File: src/rtl/aes_shiftrows_sched.sv
// aes_shiftrows_sched: byte-serial ShiftRows/InvShiftRows scheduler.
// A 16-byte AES state arrives column-major and is written into four 4-byte row lanes.
// Each lane is rotated by its row offset, and the result is drained column-major.
// Lane r's tap (s[3]) always presents the next column to emit for that row.
module aes_shiftrows_sched #(
    parameter int INVERSE = 0
) (
    input  logic       clk,
    input  logic       rst,
    input  logic [7:0] in_byte,
    input  logic       in_valid,
    output logic       in_ready,
    output logic [7:0] out_byte,
    output logic       out_valid,
    input  logic       out_ready,
    output logic       out_last,
    output logic       busy
);

    localparam logic [1:0] ST_LOAD   = 2'd0;
    localparam logic [1:0] ST_ROTATE = 2'd1;
    localparam logic [1:0] ST_DRAIN  = 2'd2;

    logic [1:0] state;
    logic [3:0] cnt;
    logic [1:0] rtimer;
    logic [1:0] sel;
    logic       in_fire;
    logic       out_fire;
    logic [7:0] tap [4];

    assign sel       = cnt[1:0];
    assign in_ready  = (state == ST_LOAD) && !rst;
    assign out_valid = (state == ST_DRAIN);
    assign out_last  = (state == ST_DRAIN) && (cnt == 4'd15);
    assign busy      = (state == ST_ROTATE) || (state == ST_DRAIN);
    assign in_fire   = in_valid && in_ready;
    assign out_fire  = out_valid && out_ready;
    assign out_byte  = out_valid ? tap[sel] : 8'h00;

    for (genvar r = 0; r < 4; r++) begin : g_lane
        // Rotation amount for this row: r for ShiftRows, (4-r)%4 for InvShiftRows.
        localparam logic [2:0] NROT = (INVERSE != 0) ? 3'((4 - r) % 4) : 3'(r);

        logic [3:0][7:0] s;
        logic            ld;
        logic            rot;

        assign ld     = in_fire && (sel == 2'(r));
        assign rot    = ((state == ST_ROTATE) && ({1'b0, rtimer} < NROT))
                      || (out_fire && (sel == 2'(r)));
        assign tap[r] = s[3];

        // Lane storage: shift in a new byte while loading, recirculate while rotating/draining.
        always_ff @(posedge clk) begin
            if (rst) begin
                s <= '0;
            end else if (ld || rot) begin
                s[0] <= ld ? in_byte : s[3];
                s[1] <= s[0];
                s[2] <= s[1];
                s[3] <= s[2];
            end
        end
    end

    // Sequencer: LOAD 16 beats, ROTATE 3 cycles, DRAIN 16 beats.
    always_ff @(posedge clk) begin
        if (rst) begin
            state  <= ST_LOAD;
            cnt    <= '0;
            rtimer <= '0;
        end else begin
            case (state)
                ST_LOAD: begin
                    if (in_fire) begin
                        if (cnt == 4'd15) begin
                            cnt   <= '0;
                            state <= ST_ROTATE;
                        end else begin
                            cnt <= cnt + 4'd1;
                        end
                    end
                end
                ST_ROTATE: begin
                    if (rtimer == 2'd2) begin
                        rtimer <= '0;
                        state  <= ST_DRAIN;
                    end else begin
                        rtimer <= rtimer + 2'd1;
                    end
                end
                ST_DRAIN: begin
                    if (out_fire) begin
                        if (cnt == 4'd15) begin
                            cnt   <= '0;
                            state <= ST_LOAD;
                        end else begin
                            cnt <= cnt + 4'd1;
                        end
                    end
                end
                default: begin
                    state  <= ST_LOAD;
                    cnt    <= '0;
                    rtimer <= '0;
                end
            endcase
        end
    end

endmodule
File: config.mk
export PLATFORM = sky130hd
export DESIGN_NAME = aes_shiftrows_sched
export DESIGN_NICKNAME = d
export VERILOG_FILES = /design/src/rtl/aes_shiftrows_sched.sv
export SDC_FILE = /design/constraint.sdc
export NUM_CORES = 1
export LEC_CHECK = 0
export CORE_MARGIN = 2
export CORE_UTILIZATION = 35
export DETAILED_ROUTE_END_ITERATION = 6
export PLACE_DENSITY_LB_ADDON = 0.3
export SYNTH_ARGS = -nofsm -noshare
export SYNTH_HDL_FRONTEND = slang
export SYNTH_SLANG_ARGS = --single-unit
File: constraint.sdc
create_clock -name clk -period 1.8 [get_ports clk]
set_input_delay 0.18 -clock clk [delete_from_list [all_inputs] [get_ports clk]]
set_output_delay 0.18 -clock clk [all_outputs]
set_load 0.02 [all_outputs]
### Yosys cells after proc, flatten, opt, wreduce, memory -nomap -nowiden

Index checks and enable logic that the tools add are counted.

| storage, ports and cells | value |
|---|---|
| register bits | 136 |
| input port bits | 12 |
| output and inout port bits | 12 |

| cells by class | value |
|---|---|
| add/subtract/negate cells | 2 |
| order comparisons | 4 |
| equal/unequal tests | 12 |
| muxes and demuxes | 20 |
| bitwise gates (word level) | 2 |
| reductions and logical operators | 29 |

Operators with widths:

| kind | number |
|---|---|
| $mux W8 | 7 |
| $bmux W8 S2 | 1 |
| $logic_and A1 B1 Y1 | 15 |
| $mux W2 | 6 |
| $mux W4 | 3 |
| $pmux W4 S3 | 1 |
| $eq A2 B2 Y1 const B | 4 |
| $logic_or A1 B1 Y1 | 8 |
| $ne A2 B1 Y1 const B | 4 |
| $pmux W2 S3 | 1 |
| $reduce_and A5 Y1 | 1 |
| $add A4 B1 Y4 const B | 1 |
| $eq A2 B1 Y1 const B | 2 |
| $eq A4 B4 Y1 const B | 1 |
| $logic_not A2 Y1 | 2 |
| $lt A2 B2 Y1 const B | 2 |
| $pmux W2 S2 | 1 |
| $ge A3 B3 Y1 const B | 1 |
| $not A2 Y3 | 1 |
| $reduce_and A3 Y1 | 1 |
| $add A2 B1 Y2 const B | 1 |
| $lt A2 B1 Y1 const B | 1 |
| $ne A2 B2 Y1 const B | 1 |
| $reduce_or A2 Y1 | 1 |
| other kinds (2) | 2 |

### Logic depth before layout (Yosys ltp)

Gate-level depths: netlist of run 1.

| depth | value |
|---|---|
| depth after elaboration | 5 |
| depth in mapped cells | 9 |

### Worst setup path before layout of run 1

OpenSTA, ideal clock, no wires.

| timing path | value |
|---|---|
| path kind | register -> register |
| start | register cnt[0] |
| end | register g_lane[2].s[10] (netlist bit) |
| library setup time | 0.072 ns |
| arrival time | 1.859 ns |
| required time | 1.728 ns |
| setup slack | -0.130 ns |
| cell stages (with the launch flop) | 10 |
| path buffers | 4 |
| clock period less this slack | 1.930 ns |
| cell sequence | dfxtp_1 > buf_2 > inv_1 > ha_1 > clkbuf_1 > o21ai_2 > and2_1 > buf_2 > buf_6 > mux2i_1 |

| between the ends | value |
|---|---|
| longest elaborated chain between the ends | 4 |
| elaborated cells on any way between the ends | 5 |
| those cells by class | eq/ne (1); reduce/logical (4) |

RTL lines:

| what | RTL line | text |
|---|---|---|
| start, declared | 25 | `logic [3:0] cnt;` |
| start signal, assigned | 81 | `cnt <= cnt + 4'd1;` |
| start signal, assigned | 99 | `cnt <= cnt + 4'd1;` |
| $eq A2 B2 Y1 (*) | 49, 51 |  |
| $logic_and A1 B1 Y1 | 51 | `\|\| (out_fire && (sel == 2'(r)));` |
| $logic_or A1 B1 Y1 | 51 |  |
| $logic_or A1 B1 Y1 (*) | 58 | `end else if (ld \|\| rot) begin` |
| end, declared | 45 | `logic [3:0][7:0] s;` |

Mark *: on every way between the ends. The rest lies on a longest branch, timed or not.
A chain may end at the register's enable or synchronous reset.

### Worst setup path in the final report of run 1

| timing path | value |
|---|---|
| start | register cnt[0] |
| end | output out_byte[0] |

| between the ends | value |
|---|---|
| longest elaborated chain between the ends | 5 |

RTL lines:

| what | RTL line | text |
|---|---|---|
| $not A2 Y3 (not written as such) | 39 | `assign out_byte = out_valid ? tap[sel] : 8'h00;` |
| $bmux W8 S2 | 39 |  |
| $mux W8 (not written as such) (2 in series) | 39 |  |
| $mux W8 | 39 |  |
| end, declared | 13 | `output logic [7:0] out_byte,` |

No other way between the ends. The select of a mux whose other input is x is not followed.

==> results of run 1 <==
[state kept, by name (all words and copies together) (netlist names)]
| register | cells |
|---|---|
| g_lane.s | 128 |
| rtimer | 2 |
| state | 2 |
| cnt | 4 |
[synth_stat cells (2+ instances only)]
cell and n:
a211oi_1 8, a21boi_0 3, a21boi_2 2, a21oi_1 80, a221oi_1 16, a311oi_1 9
and2_1 11, and3_1 8, buf_2 16, buf_6 2, clkbuf_1 45, dfxtp_1 136
ha_1 8, inv_1 13, mux2i_1 31, mux4_2 8, nand2_1 73, nand2b_1 42
nand3_1 55, nand4b_1 9, nor2_1 11, nor2b_1 2, nor3_1 9, o21ai_0 54
o221ai_1 8, or3_1 2
[final cells by class]
| type | instances | area [sq um] | area share [%] |
|---|---|---|---|
| Timing Repair Buffer | 99 | 1120 | 13.9 |
| Clock inverter | 14 | 146 | 1.82 |
| Tap cell | 220 | 275 | 3.41 |
| Inverter | 13 | 48.8 | 0.605 |
| Sequential cell | 136 | 2730 | 33.9 |
| Clock buffer | 18 | 439 | 5.45 |
| Multi-Input combinational cell | 462 | 3300 | 41.0 |
[critical path, stage by stage, from the launching register on]
cell	delay [ps]
dfxtp_4	390
clkbuf_16	160
mux4_2	490
and2_4	170
buf_6	130
[worst min-delay path by stage]
stage / startpoint / endpoint / slack, ps / cells past startpoint
global route: rst / state[0] / 400 / 4
global placement: g_lane[0].s[17] / g_lane[0].s[25] / 440 / 2
CTS: rst / cnt[0] / 350 / 3
finish: rst / cnt[1] / 330 / 3
detailed placement: g_lane[0].s[12] / g_lane[0].s[20] / 450 / 2
floorplan: in_byte[1] / g_lane[1].s[1] / 360 / 2
[routing by layer]
| metal | part of all wire (%) | GRT usage, % | up-vias |
|---|---|---|---|
| li1 | - | - | 2520 |
| met1 | 45 | 23.3 | 2512 |
| met2 | 48 | 28.3 | 119 |
| met3 | 4.1 | 5.10 | 41 |
| met4 | 2.9 | 7.37 | 0 |
| met5 | 0 | 0 | - |
[metrics by stage]
step | util, % | cells | TNS, ps | cell area, sq um | total power [W]
3_3_place_gp | 40.5 | 908 | -3910 | 6720 | 0.00342
2_1_floorplan | - | 675 | 0 | 5970 | 0.00329
3_5_place_dp | 40.5 | 908 | -6570 | 6720 | 0.00342
6_report | 48.6 | 962 | -1200 | 8060 | 0.00691
4_1_cts | 45.5 | 949 | -3730 | 7550 | 0.00692
5_1_grt | 48.6 | 962 | -4820 | 8060 | 0.00714
[cells by family (layout without fill, tap and decap cells)]
group	after synthesis	after routing	synth area share, %
and+or+nand+nor	228	228	19.6
DFF	136	136	45.8
adders and majority gates	8	8	1.68
buffers and inverters	77	144	5.51
muxes	39	39	8.25
AOI/OAI and AO/OA	187	187	19.2
[power groups by stage]
stage | Clock (W) | Combinational, W | Sequential, W
floorplan | 0 | 0.000183 | 0.00310
global placement | 0 | 0.000312 | 0.00310
detailed placement | 0 | 0.000317 | 0.00310
CTS | 0.00352 | 0.000369 | 0.00304
global route | 0.00366 | 0.000433 | 0.00304
finish | 0.00346 | 0.000410 | 0.00304
[timing repair]
item | CTS | global route
setup buffers | 4 | 11
endpoints found under the setup margin | 76 | 105
resized for setup | 71 | 128
pin swaps | 16 | 40
cloned | 5 | 3
==> flow_summary.rst, run 1 <==
.. list-table::
   :header-rows: 1

   * - Metric
     - Value
   * - Status
     - complete, but fails checks
   * - Failing checks
     - negative setup slack
   * - Number of nets produced by synthesis
     - 695
   * - Path class of the lowest-slack min-delay path
     - in2reg
   * - Min setup slack post-route
     - -138 ps
   * - Commonest cells after routing, fill and taps aside
     - 133 x dfxtp_1, 72 x a21oi_1, 68 x nand2_1, 55 x nand3_1, 47 x buf_4
   * - Buffer depth of the longest clock path
     - 2
   * - Critical R2R Launch
     - state[0]
   * - Fmax achieved
     - 516 MHz
   * - Number of buffers added by the clock tree synthesis step
     - 17
   * - Switching Power
     - 0.00162 W
   * - Critical Path RT
     - 1620 ps
   * - Sink count of the clock tree
     - 136
   * - DRC violation total after the first TritonRoute iteration
     - 470
   * - Fillcell total
     - 1547
   * - Mean number of vias per cell
     - 5.40
   * - DRT antenna net count
     - 0
   * - RSZ-0062 raised after global routing
     - true
   * - PD cells
     - 858 nW/um^2
   * - Crit path from
     - cnt[0]
   * - Internal power contribution
     - 0.00530 W
   * - Number of setup violations in the final report
     - 23
   * - Die height
     - 134 microns
   * - Initial core utilization
     - 35.8%
   * - Capture instance of the worst register-to-register path
     - g_lane[1].s[18]
   * - CTS tree
     - built
   * - Hold Vio Cnt, Final
     - 0
   * - CTS clk-pin slew, worst paths
     - 60 ps
   * - Sequential area share after synthesis
     - 45.8%
   * - Area share of the largest cell type after synthesis
     - 45.8%
   * - Total congestion overflow after global routing
     - 0
   * - Via count
     - 5192
   * - Final routed wirelength across all metal layers
     - 16400 microns
   * - Clock H-tree levels
     - 4
   * - Last element of the critical path
     - out_byte[0]
   * - Most common library cell in the layout ignoring fill and taps
     - dfxtp_1
   * - Placement-stage worst setup slack
     - -139 ps
   * - Seq cells post-synth
     - 136
   * - Global routing usage summed across all routing layers
     - 18.0%
   * - Root cell of the clock tree
     - clkbuf_16
   * - Worst-case headroom to the max-slew limit
     - 54.1%
   * - Clock network power share
     - 50.1%
   * - Worst vdd rail ir drop
     - 0.711 mV
   * - Mean routed wirelength per cell
     - 17.1 microns
   * - Critical setup path kind
     - reg2out
   * - Crit path max fanout
     - 5
   * - Number of antenna violations at the first check in global routing
     - 0
   * - Slew of the pin with the lowest slew margin
     - 688 ps
   * - Number of placed I/O pins
     - 24
   * - Arrival time reported for the critical path endpoint
     - 1760 ps
   * - Area of the die
     - 18000 sq um
   * - Combinational Power Share
     - 5.9%
   * - Reg-to-reg setup timing slack
     - -30 ps
   * - Count of buffers from port buffering
     - 23
   * - Synthesis warning total
     - 0
   * - Worst skew pair latency
     - 430 ps
   * - Syn Std Cell Area
     - 5940 sq um
   * - DP Wirelength
     - 10200 microns
   * - # diodes
     - 0
   * - Maximum clock skew at final layout
     - 10.9 ps
   * - Post-CTS Hold Fix Bufs
     - 0
   * - Worst R2R Path Depth
     - 10
   * - Global-route wire length before repair
     - 25400 microns
   * - Sw Ratio
     - 23.4%
   * - Final Max Tran Viols
     - 0
   * - Time the final worst path needs with I/O delays and setup
     - 1940 ps
   * - Setup crit end kind
     - output port
   * - Share of power burned in registers
     - 44.0%
   * - DR pass1 iterations
     - 5
   * - Most common flop cell mapped by yosys
     - dfxtp_1
   * - Post-Synthesis Mean Instance Area
     - 8.81 sq um
   * - Number of enable flip-flop cells after synthesis
     - 0
   * - Yosys cell types
     - 40
   * - Worst hold slack across all endpoints
     - 329 ps
   * - Synth area leaders
     - dfxtp_1 46%, a21oi_1 6.7%, mux2i_1 5.2%
   * - Nature of the critical path startpoint
     - flip-flop
   * - Async S/R FF share, synth
     - 0%
   * - GP Congestion
     - 0.783
   * - Layout Area Growth over Synthesis
     - 35.6%
   * - Net count of the finished layout
     - 749
   * - Leakage power figure
     - 2.84 nW
   * - Core Region
     - 16600 sq um
   * - Share of final-layout standard cells stronger than drive strength 1
     - 29.8%
   * - Count of maximum capacitance violations
     - 0
   * - Cells after Synth
     - 675
   * - Final period utilization
     - 108%
   * - X dimension of the die
     - 134 microns
   * - Vias in the first global route
     - 4918
   * - Pin count of the biggest net entering global routing
     - 152
   * - Row count
     - 47
   * - Number of remaining DRC errors
     - 0
   * - Top cell type by total area after synthesis
     - dfxtp_1
Note: power is estimated with default switching activity, not from simulation.
==> inputs of run 2 (changes only) <==
GPL_TIMING_DRIVEN = 0   (was default)
==> flow_summary.rst, run 2 (same netlist as run 1, synthesis figures left out) <==
.. list-table::
   :header-rows: 1

   * - Metric
     - Value
   * - Status
     - complete, but fails checks
   * - Failing checks
     - negative setup slack
   * - Core Region
     - 16600 sq um
   * - DR pass1 iterations
     - 5
   * - Sink count of the clock tree
     - 136
   * - Number of remaining DRC errors
     - 0
   * - Time the final worst path needs with I/O delays and setup
     - 1930 ps
   * - Hold Vio Cnt, Final
     - 0
   * - Critical setup path kind
     - reg2out
   * - GP Congestion
     - 0.821
   * - Nature of the critical path startpoint
     - flip-flop
   * - Most flops, register
     - g_lane.s
   * - Last element of the critical path
     - out_byte[1]
   * - Min setup slack post-route
     - -129 ps
   * - Pin count of the biggest net entering global routing
     - 17
   * - Crit path max fanout
     - 8
   * - Setup crit end kind
     - output port
   * - Number of setup violations in the final report
     - 66
   * - CTS clk-pin slew, worst paths
     - 60 ps
   * - Largest registers in the final layout
     - g_lane.s: 128 flops, cnt: 4 flops
   * - Worst hold slack across all endpoints
     - 448 ps
   * - Total power
     - 0.00682 W
   * - Mean routed wirelength per cell
     - 18.3 microns
   * - Maximum single-stage delay on the critical path
     - 530 ps
   * - Maximum clock skew at final layout
     - 12.4 ps
   * - Global-route wire length before repair
     - 26900 microns
   * - Number of antenna violations at the first check in global routing
     - 0
   * - DRC violation total after the first TritonRoute iteration
     - 393
   * - CTS tree
     - built
   * - Capture instance of the worst register-to-register path
     - g_lane[3].s[3]
   * - Number of buffers added by the clock tree synthesis step
     - 17
   * - Max reg flops
     - 128
   * - Total congestion overflow after global routing
     - 0
   * - Global routing usage summed across all routing layers
     - 19.4%
   * - Root cell of the clock tree
     - clkbuf_16
   * - WP depth
     - 4
   * - Count of buffers from port buffering
     - 23
   * - Leakage power figure
     - 2.87 nW
   * - Reg-to-reg setup timing slack
     - -100 ps
   * - Mean number of vias per cell
     - 5.39
   * - Library cell contributing the largest single delay on the critical path
     - mux4_2
   * - Worst R2R Path Depth
     - 9
   * - Layout Area Growth over Synthesis
     - 38.5%
   * - Worst-case headroom to the max-slew limit
     - 46.4%
   * - Critical R2R Launch
     - state[0]
   * - Clock H-tree levels
     - 4
   * - # diodes
     - 0
   * - Share of final-layout standard cells stronger than drive strength 1
     - 29.7%
   * - Area of the die
     - 18000 sq um
   * - Worst vdd rail ir drop
     - 0.626 mV
   * - DP Wirelength
     - 11300 microns
   * - Buffering stage count on the worst path with inverters included
     - 2
   * - Number of placed instances with taps included
     - 918
   * - Commonest cells after routing, fill and taps aside
     - 132 x dfxtp_1, 67 x nand2_1, 65 x a21oi_1, 48 x o21ai_0
   * - Final routed wirelength across all metal layers
     - 17900 microns
   * - Most common library cell in the layout ignoring fill and taps
     - dfxtp_1
   * - Fmax achieved
     - 518 MHz
   * - Post-CTS Hold Fix Bufs
     - 0
   * - Critical Path RT
     - 1620 ps
   * - Count of maximum capacitance violations
     - 0
   * - Crit path from
     - cnt[0]
   * - Final period utilization
     - 107%
   * - RSZ-0062 raised after global routing
     - true
   * - Initial core utilization
     - 35.8%
   * - Net count of the finished layout
     - 766
   * - Worst-path cell chain
     - buf_8, mux4_2, and2_4, buf_6
   * - DRT antenna net count
     - 0
   * - Arrival time reported for the critical path endpoint
     - 1750 ps
   * - Buffer depth of the longest clock path
     - 2
   * - PD cells
     - 828 nW/um^2
   * - Die height
     - 134 microns
   * - Final Max Tran Viols
     - 0
   * - Slew of the pin with the lowest slew margin
     - 805 ps
   * - Post-layout instance count excluding filler cells
     - 978
   * - Worst skew pair latency
     - 430 ps
   * - Row count
     - 47
   * - Utilization of the core after routing
     - 49.7%
   * - Via count
     - 5276
   * - Family with the most delay on the worst path
     - multiplexers
   * - Vias in the first global route
     - 4859
   * - X dimension of the die
     - 134 microns
   * - Number of placed I/O pins
     - 24
   * - Path class of the lowest-slack min-delay path
     - reg2reg
   * - Fin Setup TNS
     - -3110 ps
[run 2: cell types whose count changed in the layout (fill, tap and decap cells not counted), moves of 9 or more]
cell      change
buf_4        -25
buf_8         +9
clkbuf_1     +18
clkbuf_2     +11
nand3_1      -15
nand3_2      +13
o21ai_0      +21
o21ai_2      -23
[run 2: what timing repair did]
action | in CTS | in global routing
buffers inserted | 17 | 15
gates cloned | 4 | 3
endpoints found under the hold margin | 0 | 0
endpoints found under the setup margin | 140 | 138
pin swaps | 12 | 42
resized for setup | 151 | 154
[run 2: layout make-up]
class / count / area (sq um)
plain buffers: 54 / 427
fillers: 1553 / 8350
well taps: 220 / 275
repair buffers: 62 / 699
clock buffers: 22 / 464
flip-flops and latches: 136 / 2730
clock inverters: 9 / 100
multi-input cells: 462 / 3480
inverters: 13 / 53.8
[run 2: worst min path at each step]
| stage | startpoint | endpoint | slack (ps) | cells after the start |
|---|---|---|---|---|
| 2_1_floorplan | in_byte[1] | g_lane[1].s[1] | 360 | 2 |
| 3_3_place_gp | g_lane[0].s[12] | g_lane[0].s[20] | 440 | 2 |
| 3_5_place_dp | g_lane[0].s[5] | g_lane[0].s[13] | 440 | 2 |
| 4_1_cts | g_lane[0].s[7] | g_lane[0].s[15] | 450 | 2 |
| 5_1_grt | g_lane[0].s[12] | g_lane[0].s[20] | 470 | 2 |
| 6_report | g_lane[0].s[7] | g_lane[0].s[15] | 450 | 2 |
[run 2: worst min-delay path, cell delays in order (launching register included)]
cell     delay, ps
dfxtp_1        310
nand2_1         50
a21oi_1         50
[run 2: routing by layer]
metal	global-route usage, %	routed length (microns)	vias to the layer above	part of all wire [%]
li1	-	-	2552	-
met1	27.2	8250	2528	46
met2	29.1	8120	153	45
met3	4.38	870	43	4.9
met4	7.19	670	0	3.7
met5	0	0	-	0
[run 2: per-stage QoR]
| step | cell area, sq um | setup slack [ps] |
|---|---|---|
| after floorplan | 5970 | 9.83 |
| after global placement | 6470 | -514 |
| after detailed placement | 6470 | -529 |
| after CTS | 7550 | -134 |
| after global routing | 8230 | -170 |
| final | 8230 | -129 |
[run 2: where the power goes]
group	internal, W	switching, W	leakage, nW
logic	0.000172	0.000239	1.49
clock network	0.00209	0.00128	0.276
registers	0.00303	0.0000127	1.10
total	0.00529	0.00153	2.87
